===== src/rtl/scl_pkg.sv =====
// rtl/scl_pkg.sv - state encoding and filter latency helper for the SCL timing engine
package scl_pkg;

  localparam int SCL_STATE_W = 3;

  typedef enum logic [SCL_STATE_W-1:0] {
    ST_IDLE      = 3'd0,
    ST_HIGH_WAIT = 3'd1,
    ST_HIGH      = 3'd2,
    ST_LOW       = 3'd3,
    ST_HOLD      = 3'd4
  } scl_state_t;

  // Cycles from a raw SCL change to the filtered value following it.
  function automatic int scl_latency(input int filter_len);
    return 2 + filter_len;
  endfunction

endpackage


===== src/rtl/scl_input_filter.sv =====
// rtl/scl_input_filter.sv - 2-FF synchroniser plus stable-run filter for the raw SCL line
module scl_input_filter
  import scl_pkg::*;
#(
  parameter int FILTER_LEN = 3
) (
  input  logic i_clk,
  input  logic i_rst,
  input  logic i_scl,
  output logic o_scl_filt_d
);

  localparam logic [2:0] LAST_IDX = 3'(FILTER_LEN - 1);

  logic       r_sync1;
  logic       r_sync2;
  logic       r_filt;
  logic [2:0] r_run;
  logic       w_differ;
  logic       w_flip;

  // o_scl_filt_d is the value r_filt takes at the coming edge, so the FSM
  // reacts in the same cycle the filtered line changes.
  assign w_differ     = r_sync2 != r_filt;
  assign w_flip       = w_differ && (r_run == LAST_IDX);
  assign o_scl_filt_d = w_flip ? r_sync2 : r_filt;

  always_ff @(posedge i_clk) begin
    if (i_rst) begin
      r_sync1 <= 1'b1;
      r_sync2 <= 1'b1;
      r_filt  <= 1'b1;
      r_run   <= 3'd0;
    end else begin
      r_sync1 <= i_scl;
      r_sync2 <= r_sync1;
      r_filt  <= o_scl_filt_d;
      if (w_differ && !w_flip) begin
        r_run <= r_run + 3'd1;
      end else begin
        r_run <= 3'd0;
      end
    end
  end

endmodule


===== src/rtl/scl_timing_engine.sv =====
// rtl/scl_timing_engine.sv - open-drain SCL generator with clock sync, stretch detect and hold
module scl_timing_engine
  import scl_pkg::*;
#(
  parameter int                   DIV_W       = 16,
  parameter int                   FILTER_LEN  = 3,
  parameter int                   TIMEOUT_W   = 20,
  parameter logic [TIMEOUT_W-1:0] TIMEOUT_CYC = TIMEOUT_W'(1000000)
) (
  input  logic             i_clk,
  input  logic             i_rst,
  input  logic             i_scl_en,
  input  logic             i_scl_wait,
  input  logic [DIV_W-1:0] i_scl_div_low,
  input  logic [DIV_W-1:0] i_scl_div_high,
  input  logic             i_scl_i,
  output logic             o_scl_o,
  output logic             o_scl_stretched,
  output logic             o_scl_rise,
  output logic             o_scl_fall,
  output logic             o_stretch_timeout,
  input  logic             i_timeout_clr
);

  localparam int                   L_CYC        = scl_latency(FILTER_LEN);
  localparam logic [TIMEOUT_W-1:0] SETTLE_CNT   = TIMEOUT_W'(L_CYC - 1);
  localparam logic [TIMEOUT_W-1:0] STRETCH_CNT  = TIMEOUT_W'(L_CYC);
  localparam logic [TIMEOUT_W-1:0] TIMEOUT_LAST = TIMEOUT_CYC - 1'b1;
  localparam logic [DIV_W-1:0]     DIV_ONE      = DIV_W'(1);

  scl_state_t           r_state;
  logic                 r_scl_o;
  logic                 r_stretched;
  logic                 r_rise;
  logic                 r_fall;
  logic                 r_timeout;
  logic [TIMEOUT_W-1:0] r_wait_cnt;
  logic [DIV_W-1:0]     r_phase_cnt;
  logic [DIV_W-1:0]     r_phase_len;

  logic                 w_scl_filt_d;
  logic [TIMEOUT_W-1:0] w_wait_nxt;
  logic [DIV_W-1:0]     w_phase_nxt;
  logic [DIV_W-1:0]     w_div_low_eff;
  logic [DIV_W-1:0]     w_div_high_eff;
  logic                 w_phase_done;
  logic                 w_settled;
  logic                 w_timeout_hit;

  scl_input_filter #(
    .FILTER_LEN(FILTER_LEN)
  ) u_filter (
    .i_clk       (i_clk),
    .i_rst       (i_rst),
    .i_scl       (i_scl_i),
    .o_scl_filt_d(w_scl_filt_d)
  );

  assign w_wait_nxt     = (&r_wait_cnt) ? r_wait_cnt : r_wait_cnt + 1'b1;
  assign w_phase_nxt    = (&r_phase_cnt) ? r_phase_cnt : r_phase_cnt + 1'b1;
  assign w_div_low_eff  = (i_scl_div_low == '0) ? DIV_ONE : i_scl_div_low;
  assign w_div_high_eff = (i_scl_div_high == '0) ? DIV_ONE : i_scl_div_high;
  assign w_phase_done   = r_phase_cnt >= r_phase_len;
  // The filter pipeline still carries samples from before release for L cycles.
  assign w_settled      = r_wait_cnt >= SETTLE_CNT;
  assign w_timeout_hit  = (w_wait_nxt == TIMEOUT_LAST) && (r_wait_cnt != TIMEOUT_LAST);

  always_ff @(posedge i_clk) begin
    if (i_rst) begin
      r_state     <= ST_IDLE;
      r_scl_o     <= 1'b1;
      r_stretched <= 1'b0;
      r_rise      <= 1'b0;
      r_fall      <= 1'b0;
      r_timeout   <= 1'b0;
      r_wait_cnt  <= '0;
      r_phase_cnt <= '0;
      r_phase_len <= '0;
    end else begin
      r_rise      <= 1'b0;
      r_fall      <= 1'b0;
      r_stretched <= 1'b0;
      if (i_timeout_clr) begin
        r_timeout <= 1'b0;
      end
      if (!i_scl_en) begin
        r_state     <= ST_IDLE;
        r_scl_o     <= 1'b1;
        r_wait_cnt  <= '0;
        r_phase_cnt <= '0;
      end else begin
        case (r_state)
          ST_IDLE: begin
            r_state    <= ST_HIGH_WAIT;
            r_scl_o    <= 1'b1;
            r_wait_cnt <= '0;
          end
          ST_HIGH_WAIT: begin
            r_scl_o <= 1'b1;
            if (w_settled && w_scl_filt_d) begin
              r_state     <= ST_HIGH;
              r_rise      <= 1'b1;
              r_wait_cnt  <= '0;
              r_phase_cnt <= DIV_ONE;
              r_phase_len <= w_div_high_eff;
            end else begin
              r_wait_cnt  <= w_wait_nxt;
              r_stretched <= w_wait_nxt >= STRETCH_CNT;
              if (w_timeout_hit) begin
                r_timeout <= 1'b1;
              end
            end
          end
          ST_HIGH: begin
            // An early low from another master restarts our low phase at once.
            if (!w_scl_filt_d || w_phase_done) begin
              r_state     <= ST_LOW;
              r_scl_o     <= 1'b0;
              r_fall      <= 1'b1;
              r_phase_cnt <= DIV_ONE;
              r_phase_len <= w_div_low_eff;
            end else begin
              r_phase_cnt <= w_phase_nxt;
            end
          end
          ST_LOW: begin
            r_scl_o <= 1'b0;
            if (w_phase_done) begin
              r_wait_cnt <= '0;
              if (i_scl_wait) begin
                r_state <= ST_HOLD;
              end else begin
                r_state <= ST_HIGH_WAIT;
                r_scl_o <= 1'b1;
              end
            end else begin
              r_phase_cnt <= w_phase_nxt;
            end
          end
          ST_HOLD: begin
            r_wait_cnt <= '0;
            if (!i_scl_wait) begin
              r_state <= ST_HIGH_WAIT;
              r_scl_o <= 1'b1;
            end else begin
              r_scl_o <= 1'b0;
            end
          end
          default: begin
            r_state <= ST_IDLE;
            r_scl_o <= 1'b1;
          end
        endcase
      end
    end
  end

  assign o_scl_o           = r_scl_o;
  assign o_scl_stretched   = r_stretched;
  assign o_scl_rise        = r_rise;
  assign o_scl_fall        = r_fall;
  assign o_stretch_timeout = r_timeout;

endmodule


===== config.mk =====
export PLATFORM = sky130hd
export DESIGN_NAME = scl_timing_engine
export DESIGN_NICKNAME = d
export VERILOG_FILES = /design/src/rtl/scl_pkg.sv /design/src/rtl/scl_input_filter.sv /design/src/rtl/scl_timing_engine.sv
export SDC_FILE = /design/constraint.sdc
export NUM_CORES = 1
export LEC_CHECK = 0
export CAP_MARGIN = 40
export CORE_UTILIZATION = 50
export DETAILED_ROUTE_END_ITERATION = 7
export GPL_TIMING_DRIVEN = 1
export PLACE_DENSITY_LB_ADDON = 0.3
export SETUP_SLACK_MARGIN = 0.15
export SYNTH_ARGS = -nofsm -noshare
export SYNTH_HDL_FRONTEND = slang
export SYNTH_SLANG_ARGS = --single-unit

===== constraint.sdc =====
create_clock -name i_clk -period 4.7 [get_ports i_clk]
set_input_delay 0.94 -clock i_clk [delete_from_list [all_inputs] [get_ports i_clk]]
set_output_delay 0.94 -clock i_clk [all_outputs]
set_load 0.01 [all_outputs]

==> impl_metrics.toml, run 1 <==
[global_route]
globalRouteTotalUtil = 0.268
met3_usage = 0.0599
grt.met1_usage = 0.378
use_met2 = 0.396
globalRouteOverflowTotal = 0
grt_pass1_vias = 3896
grt_antenna_before_repair = 0
top_usage_layer = "met2"
grt_max_degree = 26
grt_pass1_wl_mm = 18.7

[cells_and_area]
drive_gt1_frac = 0.0590
nets = 630
instances_no_fill = 681
seqCellArea_sq_mm = 0.00132
multi_input_area_sq_mm = 0.00268
fillers = 740
area_growth_syn_to_layout_pct = 16.4
fin_util = 0.599
num_antenna_cells = 0

[timing]
finalHoldViolCount = 0
fin_tns_setup_ns = 0
slew_violations = 0
skew_ns = 0.0122
worstMarginPinSlew_ns = 0.733
finalCritPeriodShare = 0.679
layout_min_cycle_time_ns = 3.19
hold_ws_ns = 0.420
slew-limit-headroom = 0.499
fmax_mhz = 313
rsz0062_at_grt = "no"
setup_viol = 0

[critical_path]
cp-end-kind = "flop"
rrSetupSlack_ns = 1.51
ff2ff_path_depth = 8
path_max_fanout = 17
reg2reg_from = "r_phase_cnt[7]$_SDFFE_PP0P_"
path_class = "flop to flop"
cp_data_arrival_time_ns = 3.41
crit_path_start = "r_phase_cnt[7]$_SDFFE_PP0P_"
r2r-end = "r_phase_len[0]$_SDFFE_PP0P_"
cp-start-kind = "flop"
endpoint = "r_phase_len[0]$_SDFFE_PP0P_"
cp_data_required_time_ns = 4.92

[clocking]
hold_buffers = 0
clock_sinks = 66
cts_tree = "done"
postCtsSetupRepairBufs = 0
cts_buffer_depth = 2
insertion_delay_ns = 0.36
ctsHtreeMaxLevel = 3
clk_pin_slew_ns = 0.08
cts_buffers = 9
root_buffer = "clkbuf_8"
cts_resized = 0

[die]
coreArea_sq_mm = 0.00822
rows = 33
dieArea_sq_mm = 0.00884
initial_utilization = 0.515
die_w_microns = 94.0
ios = 43
die_h_microns = 94.0

[detailed_routing]
vias_per_cell = 6.32
firstDrtPassIters = 5
via_count = 4303
drt-initial-drc-count = 327
drc = 0
drtAntennaViolNets = 0
routed_wl_mm = 11.0
wl_per_cell_microns = 16.2

[pwr]
combPwrFrac = 0.058
ir_drop_uv = 181
power.total_w = 0.00118
intPower_w = 0.000912
powerDensity_mw_per_mm2 = 240
power.clock.fraction = 0.466
p_leak_nw = 1.60
switchingPower_w = 0.000272
swShare = 0.230
seqPwrFrac = 0.476

[synth]
ys_seq_area_frac = 0.312
ys.flop_type = "dfxtp_1"
synth_cell_type_count = 56
synth-seq-cells = 66
yosysWarnings = 0
synth_top_cell_area_share = 0.312
synth_area_per_cell_sq_um = 7.75
synth_async_sr_flop_share = 0
netlist_instances = 546
synth_largest_area_cell = "dfxtp_1"
synthTopCellsByArea = "dfxtp_1 (31%), a21oi_1 (6.5%), ha_1 (6.2%)"
synth_nets = 605
synth_edf_count = 0
syn_area_sq_mm = 0.00423

[hold_path]
holdCritPathClass = "flop to flop"
hp-start = "u_filter.r_sync1$_SDFF_PP1_"
whs_path_depth = 1

[placement]
place_congestion = 0.944
hpwl_mm = 8.18
io_buffers = 42
dp_cells = 665

[flow_run]
maxCapViolCount = 0

[status]
status = "finished, final reports clean"
==> per-layer routing <==
metal | vias up | part of all wire
met3 | 32 | 0.072
met5 | - | 0
li1 | 2101 | -
met4 | 0 | 0.023
met1 | 1997 | 0.48
met2 | 173 | 0.42
==> placed cells by master (no fill, tap or decap), types with 10 or more instances in the layout <==
cell	count
dfxtp_1	66
a21oi_1	55
nand2_1	52
clkdlybuf4s50_1	42
o21ai_0	28
inv_1	27
nand3_1	27
nor2_1	24
nor4_1	23
a211oi_1	22
ha_1	21
mux2i_1	17
nor3_1	15
nand4_1	14
or3_1	12
clkbuf_8	10
==> power groups by stage <==
stage	sequential [W]	combinational (W)	clock [W]
2_1_floorplan	0.000575	0.0000266	0
3_3_place_gp	0.000576	0.0000680	0
3_5_place_dp	0.000576	0.0000690	0
4_1_cts	0.000563	0.0000692	0.000555
5_1_grt	0.000563	0.0000755	0.000575
6_report	0.000563	0.0000689	0.000552
==> area by class of cell <==
cell class	count	share of cell area
multi-input cells	419	0.544
flip-flops and latches	66	0.268
repair buffers	48	0.0945
clock buffers	10	0.0280
well taps	105	0.0267
inverters	27	0.0206
clock inverters	6	0.0180
==> how the worst min path moves through the flow <==
stage	to	slack (ns)
after global placement	u_filter.r_sync2$_SDFF_PP1_	0.40
after floorplan	u_filter.r_sync2$_SDFF_PP1_	0.39
after detailed placement	u_filter.r_sync2$_SDFF_PP1_	0.40
final	u_filter.r_sync2$_SDFF_PP1_	0.42
after global routing	u_filter.r_sync2$_SDFF_PP1_	0.45
after CTS	u_filter.r_sync2$_SDFF_PP1_	0.43
==> cells by family after synthesis <==
| kind of cell | count (synthesis) | synth area share |
|---|---|---|
| flops | 66 | 0.312 |
| buf+inv | 61 | 0.0562 |
| fa+ha+maj | 21 | 0.0621 |
| simple gates | 210 | 0.265 |
| compound gates | 162 | 0.245 |
| mux | 19 | 0.0455 |
| xor+xnor | 7 | 0.0145 |
==> cell usage after synthesis (all sizes together), types with 4 or more instances <==
cell,number
dfxtp,66
a21oi,55
nand2,52
o21ai,30
inv,27
nand3,27
clkbuf,25
nor2,24
a211oi,23
nor4,23
ha,21
mux2i,17
nor3,16
nand4,15
or3,13
buf,9
a31oi,7
or4,7
a21o,6
and2,6
and3,6
nand2b,6
a311oi,5
and4,5
o21a,5
a21boi,4
nor2b,4
o211ai,4
o31ai,4
xnor2,4
==> registers in the layout (all words and copies together) (netlist names) <==
signal and count:
o_scl_rise 1, u_filter.r_sync1 1, o_scl_fall 1, u_filter.r_sync2 1, r_state 3, o_stretch_timeout 1, r_phase_len 16, u_filter.r_filt 1
o_scl_o 1, r_wait_cnt 20, o_scl_stretched 1, r_phase_cnt 16, u_filter.r_run 3
==> stage by stage <==
stage	setup slack, ns	cell area (sq um)
after global placement	1.64	4700
after floorplan	1.94	4230
final	1.51	4920
after detailed placement	1.44	4700
after CTS	1.55	4920
after global routing	1.27	4920
==> critical path, stage by stage, from the launching register on <==
cell and delay [ns]:
dfxtp_1 0.37, ha_1 0.35, nand2_1 0.06, o21a_1 0.18, a2111oi_0 0.66, a21bo_2 0.29
a21o_1 0.44, and2_1 0.54, o21ai_0 0.16
(Power assumes the default switching activity.)
==> run 2, diff against run 1 <==
==> constraint.sdc (replaced) <==
create_clock -name i_clk -period 3.2 [get_ports i_clk]
set_input_delay 0.64 -clock i_clk [delete_from_list [all_inputs] [get_ports i_clk]]
set_output_delay 0.64 -clock i_clk [all_outputs]
set_load 0.01 [all_outputs]
==> run 2 against run 1 <==
  * Routed wire length up 6.4%
  * Flip-flop and latch count stayed put
  * Clock power rose by 18%
  * Highest routed layer unchanged
==> impl_metrics.toml, run 2 (synthesized netlist as in run 1, its figures left out) <==
[pwr]
power.clock.fraction = 0.410
combPwrFrac = 0.069
intPower_w = 0.00120
switchingPower_w = 0.000381
p_leak_nw = 1.66
swShare = 0.240
seqPwrFrac = 0.522
powerDensity_mw_per_mm2 = 317
ir_drop_uv = 220

[cells_and_area]
largest_register_ffs = 20
num_antenna_cells = 0
nets = 646
fin_util = 0.609
final_area_sq_mm = 0.00500
final_cell_mix = "dfxtp_1 (65), a21oi_1 (55), nand2_1 (52)"
drive_gt1_frac = 0.0861
area_growth_syn_to_layout_pct = 18.3
reg_top3 = "r_wait_cnt x20, r_phase_cnt x16, r_phase_len x16"
layout_commonest_cell = "dfxtp_1"
top_register = "r_wait_cnt"
fillers = 766

[die]
initial_utilization = 0.515
rows = 33
die_h_microns = 94.0
coreArea_sq_mm = 0.00822
dieArea_sq_mm = 0.00884
die_w_microns = 94.0
ios = 43

[critical_path]
r2r-end = "o_stretch_timeout$_SDFF_PP0_"
path_cells = "nand4_4 > or4_1 > or3_4 > a211oi_2 > nand4_1 > or4_1 > o21ai_1"
path_common_cell = "or4_1"
cp_data_arrival_time_ns = 3.12
crit_path_start = "r_wait_cnt[3]$_SDFFE_PP0P_"
cp_data_required_time_ns = 3.49
cp-end-kind = "flop"
ff2ff_path_depth = 7
path_class = "flop to flop"
cpPeakStageDelay_ns = 0.57
rrSetupSlack_ns = 0.37
reg2reg_from = "r_wait_cnt[3]$_SDFFE_PP0P_"
path_max_fanout = 10
slowest_stage = "or4_1"
cp-start-kind = "flop"
endpoint = "o_stretch_timeout$_SDFF_PP0_"

[clocking]
clock_sinks = 66
hold_buffers = 0
clk_pin_slew_ns = 0.08
cts_tree = "done"
cts_buffers = 9
insertion_delay_ns = 0.36
root_buffer = "clkbuf_8"
cts_buffer_depth = 2
ctsHtreeMaxLevel = 3

[timing]
skew_ns = 0.0135
finalHoldViolCount = 0
layout_min_cycle_time_ns = 2.83
fmax_mhz = 353
worstMarginPinSlew_ns = 0.749
setup_viol = 0
slew-limit-headroom = 0.498
fin_tns_setup_ns = 0
finalCritPeriodShare = 0.886
rsz0062_at_grt = "no"
slew_violations = 0

[placement]
dpl-instance-area_sq_mm = 0.00482
io_buffers = 42
hpwl_mm = 8.80
place_congestion = 0.950

[detailed_routing]
dr_wl_met3_microns = 788
wl_met1_mm = 5.76
drc = 0
drtAntennaViolNets = 0
highest_layer = "met4"
firstDrtPassIters = 5
met2WireLength_mm = 5.05
wl_per_cell_microns = 16.9
routed_wl_mm = 11.8
vias_per_cell = 6.24
drt-initial-drc-count = 339
via_count = 4346

[global_route]
globalRouteTotalUtil = 0.287
grt_pass1_vias = 3992
grt_antenna_before_repair = 0
grt_max_degree = 25
grt_pass1_wl_mm = 19.7
globalRouteOverflowTotal = 0

[hold_path]
hp-start = "u_filter.r_sync1$_SDFF_PP1_"
holdCritPathClass = "flop to flop"

[flow_run]
maxCapViolCount = 0

[status]
status = "finished, final reports clean"
[run 2: repair_timing]
action                                  CTS  global route
endpoints found under the setup margin    0             1
buffers inserted                          0             0
gates resized for setup                   0             2
[run 2: per-layer routing]
layer | up-vias | global-route usage
li1 | 2122 | -
met1 | 2040 | 0.412
met2 | 168 | 0.434
met3 | 16 | 0.0485
met4 | 0 | 0.0859
met5 | - | 0
[run 2: cell type report]
cell class                      count  area (sq um)  share of cell area
Clock inverter                      4          26.3             0.00525
Inverter                           27           101              0.0202
Tap cell                          105           131              0.0263
Multi-Input combinational cell    419          2680               0.536
Sequential cell                    66          1320               0.264
Timing Repair Buffer               64           586               0.117
Clock buffer                       12           155              0.0310
[run 2: worst min-delay path by stage]
stage | end | depth (start not counted)
floorplan | u_filter.r_sync2$_SDFF_PP1_ | 1
global route | u_filter.r_sync2$_SDFF_PP1_ | 1
CTS | u_filter.r_sync2$_SDFF_PP1_ | 1
finish | u_filter.r_sync2$_SDFF_PP1_ | 1
detailed placement | u_filter.r_sync2$_SDFF_PP1_ | 1
global placement | u_filter.r_sync2$_SDFF_PP1_ | 1
[run 2: critical path: cells and delay by family (launching register included)]
family / cells / cell delay [ns]
and+or+nand+nor: 5 / 1.90
DFF: 1 / 0.53
AOI/OAI and AO/OA: 2 / 0.35
[run 2: power by group through the flow]
| stage | sequential [W] | combinational [W] | clock, W |
|---|---|---|---|
| after floorplan | 0.000844 | 0.0000391 | 0 |
| after global placement | 0.000846 | 0.000107 | 0 |
| after detailed placement | 0.000846 | 0.000108 | 0 |
| after CTS | 0.000827 | 0.000108 | 0.000659 |
| after global routing | 0.000827 | 0.000117 | 0.000701 |
| final | 0.000827 | 0.000109 | 0.000649 |
[run 2: metrics by stage]
step                      setup slack (ns)  total power [W]  hold WS (ns)  std cells
final                                0.366          0.00158         0.426        697
after global routing                 0.204          0.00164         0.446        697
after CTS                            0.299          0.00159         0.434        697
after detailed placement             0.321         0.000953         0.406        681
after global placement               0.366         0.000953         0.407        681
after floorplan                      0.440         0.000883         0.389        546
==> run 3, diff against run 2 <==
--- a/config.mk
+++ b/config.mk
@@ -6,6 +6,7 @@
 export NUM_CORES = 1
 export LEC_CHECK = 0
 export CAP_MARGIN = 40
+export CORE_MARGIN = 1.5
 export CORE_UTILIZATION = 50
 export DETAILED_ROUTE_END_ITERATION = 7
 export GPL_TIMING_DRIVEN = 1
@@ -14,3 +15,4 @@
 export SYNTH_ARGS = -nofsm -noshare
 export SYNTH_HDL_FRONTEND = slang
 export SYNTH_SLANG_ARGS = --single-unit
+export TNS_END_PERCENT = 1
==> run 3 against run 2 <==
  * Cell area up 0.92%
  * Via count did not move
  * Critical path depth did not move
  * Clock skew is 0.0046 ns lower
  * Combinational power is essentially flat
  * First-iteration DRC count fell by 12%
  * Setup slack got worse by 0.080 ns
  * Clock power grew 20%
  * Routed wire length grew 0.32%
==> impl_metrics.toml, run 3 (synthesized netlist as in run 1, its figures left out) <==
[status]
status = "finished, final reports clean"

[timing]
worstMarginPinSlew_ns = 0.625
rsz0062_at_grt = "no"
setup_viol = 0
slew_violations = 0
layout_min_cycle_time_ns = 2.91
fin_tns_setup_ns = 0
hold_ws_ns = 0.420
fmax_mhz = 343
slew-limit-headroom = 0.579
finalCritPeriodShare = 0.911
finalHoldViolCount = 0
skew_ns = 0.00886

[placement]
place_congestion = 1.04
hpwl_mm = 8.74
dp_cells = 683
io_buffers = 42

[critical_path]
cp_data_arrival_time_ns = 3.20
path_class = "flop to flop"
r2r-end = "o_stretch_timeout$_SDFF_PP0_"
cp-end-kind = "flop"
ff2ff_path_depth = 7
path_max_fanout = 9
rrSetupSlack_ns = 0.29
cp-start-kind = "flop"
reg2reg_from = "r_wait_cnt[6]$_SDFFE_PP0P_"
cp_data_required_time_ns = 3.49

[cells_and_area]
drive_gt1_frac = 0.0892
fillers = 769
top_register = "r_wait_cnt"
reg_top3 = "r_wait_cnt x20, r_phase_cnt x16, r_phase_len x16"
nets = 648
layout_commonest_cell = "dfxtp_1"
instances_no_fill = 699
area_growth_syn_to_layout_pct = 19.4
largest_register_ffs = 20
num_antenna_cells = 0
final_cell_mix = "dfxtp_1 (65), a21oi_1 (55), nand2_1 (52)"

[clocking]
insertion_delay_ns = 0.35
cts_buffer_depth = 2
root_buffer = "clkbuf_8"
cts_tree = "done"
cts_buffers = 9
ctsHtreeMaxLevel = 3
clock_sinks = 66
clk_pin_slew_ns = 0.08

[pwr]
swShare = 0.232
intPower_w = 0.00132
ir_drop_uv = 197
combPwrFrac = 0.064
seqPwrFrac = 0.481
power.clock.fraction = 0.455
switchingPower_w = 0.000397
powerDensity_mw_per_mm2 = 340
p_leak_nw = 1.68

[detailed_routing]
drc = 0
met2WireLength_mm = 5.11
drtAntennaViolNets = 0
wl_met1_mm = 5.50
highest_layer = "met4"
drt-initial-drc-count = 298
vias_per_cell = 6.22
firstDrtPassIters = 7
via_count = 4346
wl_per_cell_microns = 16.9
routed_wl_mm = 11.8
dr_wl_met3_microns = 959

[flow_run]
maxCapViolCount = 0

[hold_path]
whs_path_depth = 1
holdCritPathClass = "flop to flop"
hp-start = "u_filter.r_sync1$_SDFF_PP1_"
min_to = "u_filter.r_sync2$_SDFF_PP1_"

[die]
rows = 33
dieArea_sq_mm = 0.00902
die_h_microns = 95.0
die_w_microns = 95.0
initial_utilization = 0.515
coreArea_sq_mm = 0.00822
ios = 43

[global_route]
globalRouteTotalUtil = 0.274
grt_max_degree = 25
globalRouteOverflowTotal = 0
grt_pass1_wl_mm = 19.1
grt_antenna_before_repair = 0
grt_pass1_vias = 4038
[run 3: power groups by stage]
stage	Combinational, W	Sequential, W	Clock, W
CTS	0.000109	0.000826	0.000791
finish	0.000109	0.000826	0.000780
detailed placement	0.000108	0.000845	0
floorplan	0.0000391	0.000844	0
global placement	0.000106	0.000845	0
global route	0.000116	0.000826	0.000821
[run 3: how the worst max path moves through the flow]
stage | endpoint | slack, ns | startpoint | cells past startpoint
after CTS | o_stretch_timeout$_SDFF_PP0_ | 0.27 | r_wait_cnt[3]$_SDFFE_PP0P_ | 7
after global placement | o_stretch_timeout$_SDFF_PP0_ | 0.39 | r_wait_cnt[3]$_SDFFE_PP0P_ | 7
final | o_stretch_timeout$_SDFF_PP0_ | 0.29 | r_wait_cnt[6]$_SDFFE_PP0P_ | 7
after floorplan | r_phase_len[0]$_SDFFE_PP0P_ | 0.44 | r_phase_cnt[7]$_SDFFE_PP0P_ | 10
after global routing | o_stretch_timeout$_SDFF_PP0_ | 0.20 | r_wait_cnt[6]$_SDFFE_PP0P_ | 7
after detailed placement | o_stretch_timeout$_SDFF_PP0_ | 0.28 | r_wait_cnt[3]$_SDFFE_PP0P_ | 7
[run 3: cell type report]
| type | instances | area, sq um | share of cell area |
|---|---|---|---|
| multi-input combinational | 419 | 2680 | 0.530 |
| tap | 105 | 131 | 0.0260 |
| inverter | 27 | 101 | 0.0201 |
| clock buffer | 9 | 124 | 0.0245 |
| clock inverter | 7 | 93.8 | 0.0186 |
| sequential | 66 | 1320 | 0.262 |
| timing repair buffer | 66 | 601 | 0.119 |
[run 3: metal layers]
| layer | global-route usage | vias up |
|---|---|---|
| li1 | - | 2136 |
| met1 | 0.386 | 2018 |
| met2 | 0.407 | 175 |
| met3 | 0.0580 | 17 |
| met4 | 0.102 | 0 |
| met5 | 0 | - |
[run 3: worst max-delay path, cell delays in order, from the launching register on]
cell and delay [ns]:
dfxtp_1 0.49, nand4_1 0.22, or4_1 0.64, or3_4 0.43, a211oi_2 0.24, nand4_1 0.17
or4_1 0.55, o21ai_1 0.12
[run 3: repair_timing]
action | CTS | global route
setup buffers | 0 | 0
endpoints found under the setup margin | 0 | 1
hold buffers | 0 | 0
resized for setup | 0 | 1
[run 3: through the flow]
stage / area (sq um) / total power [W] / utilization / setup WS (ns)
after floorplan: 4230 / 0.000883 / - / 0.440
after global placement: 4830 / 0.000951 / 0.588 / 0.387
after detailed placement: 4830 / 0.000953 / 0.588 / 0.285
after CTS: 5050 / 0.00173 / 0.615 / 0.268
after global routing: 5050 / 0.00176 / 0.615 / 0.197
final: 5050 / 0.00172 / 0.615 / 0.285
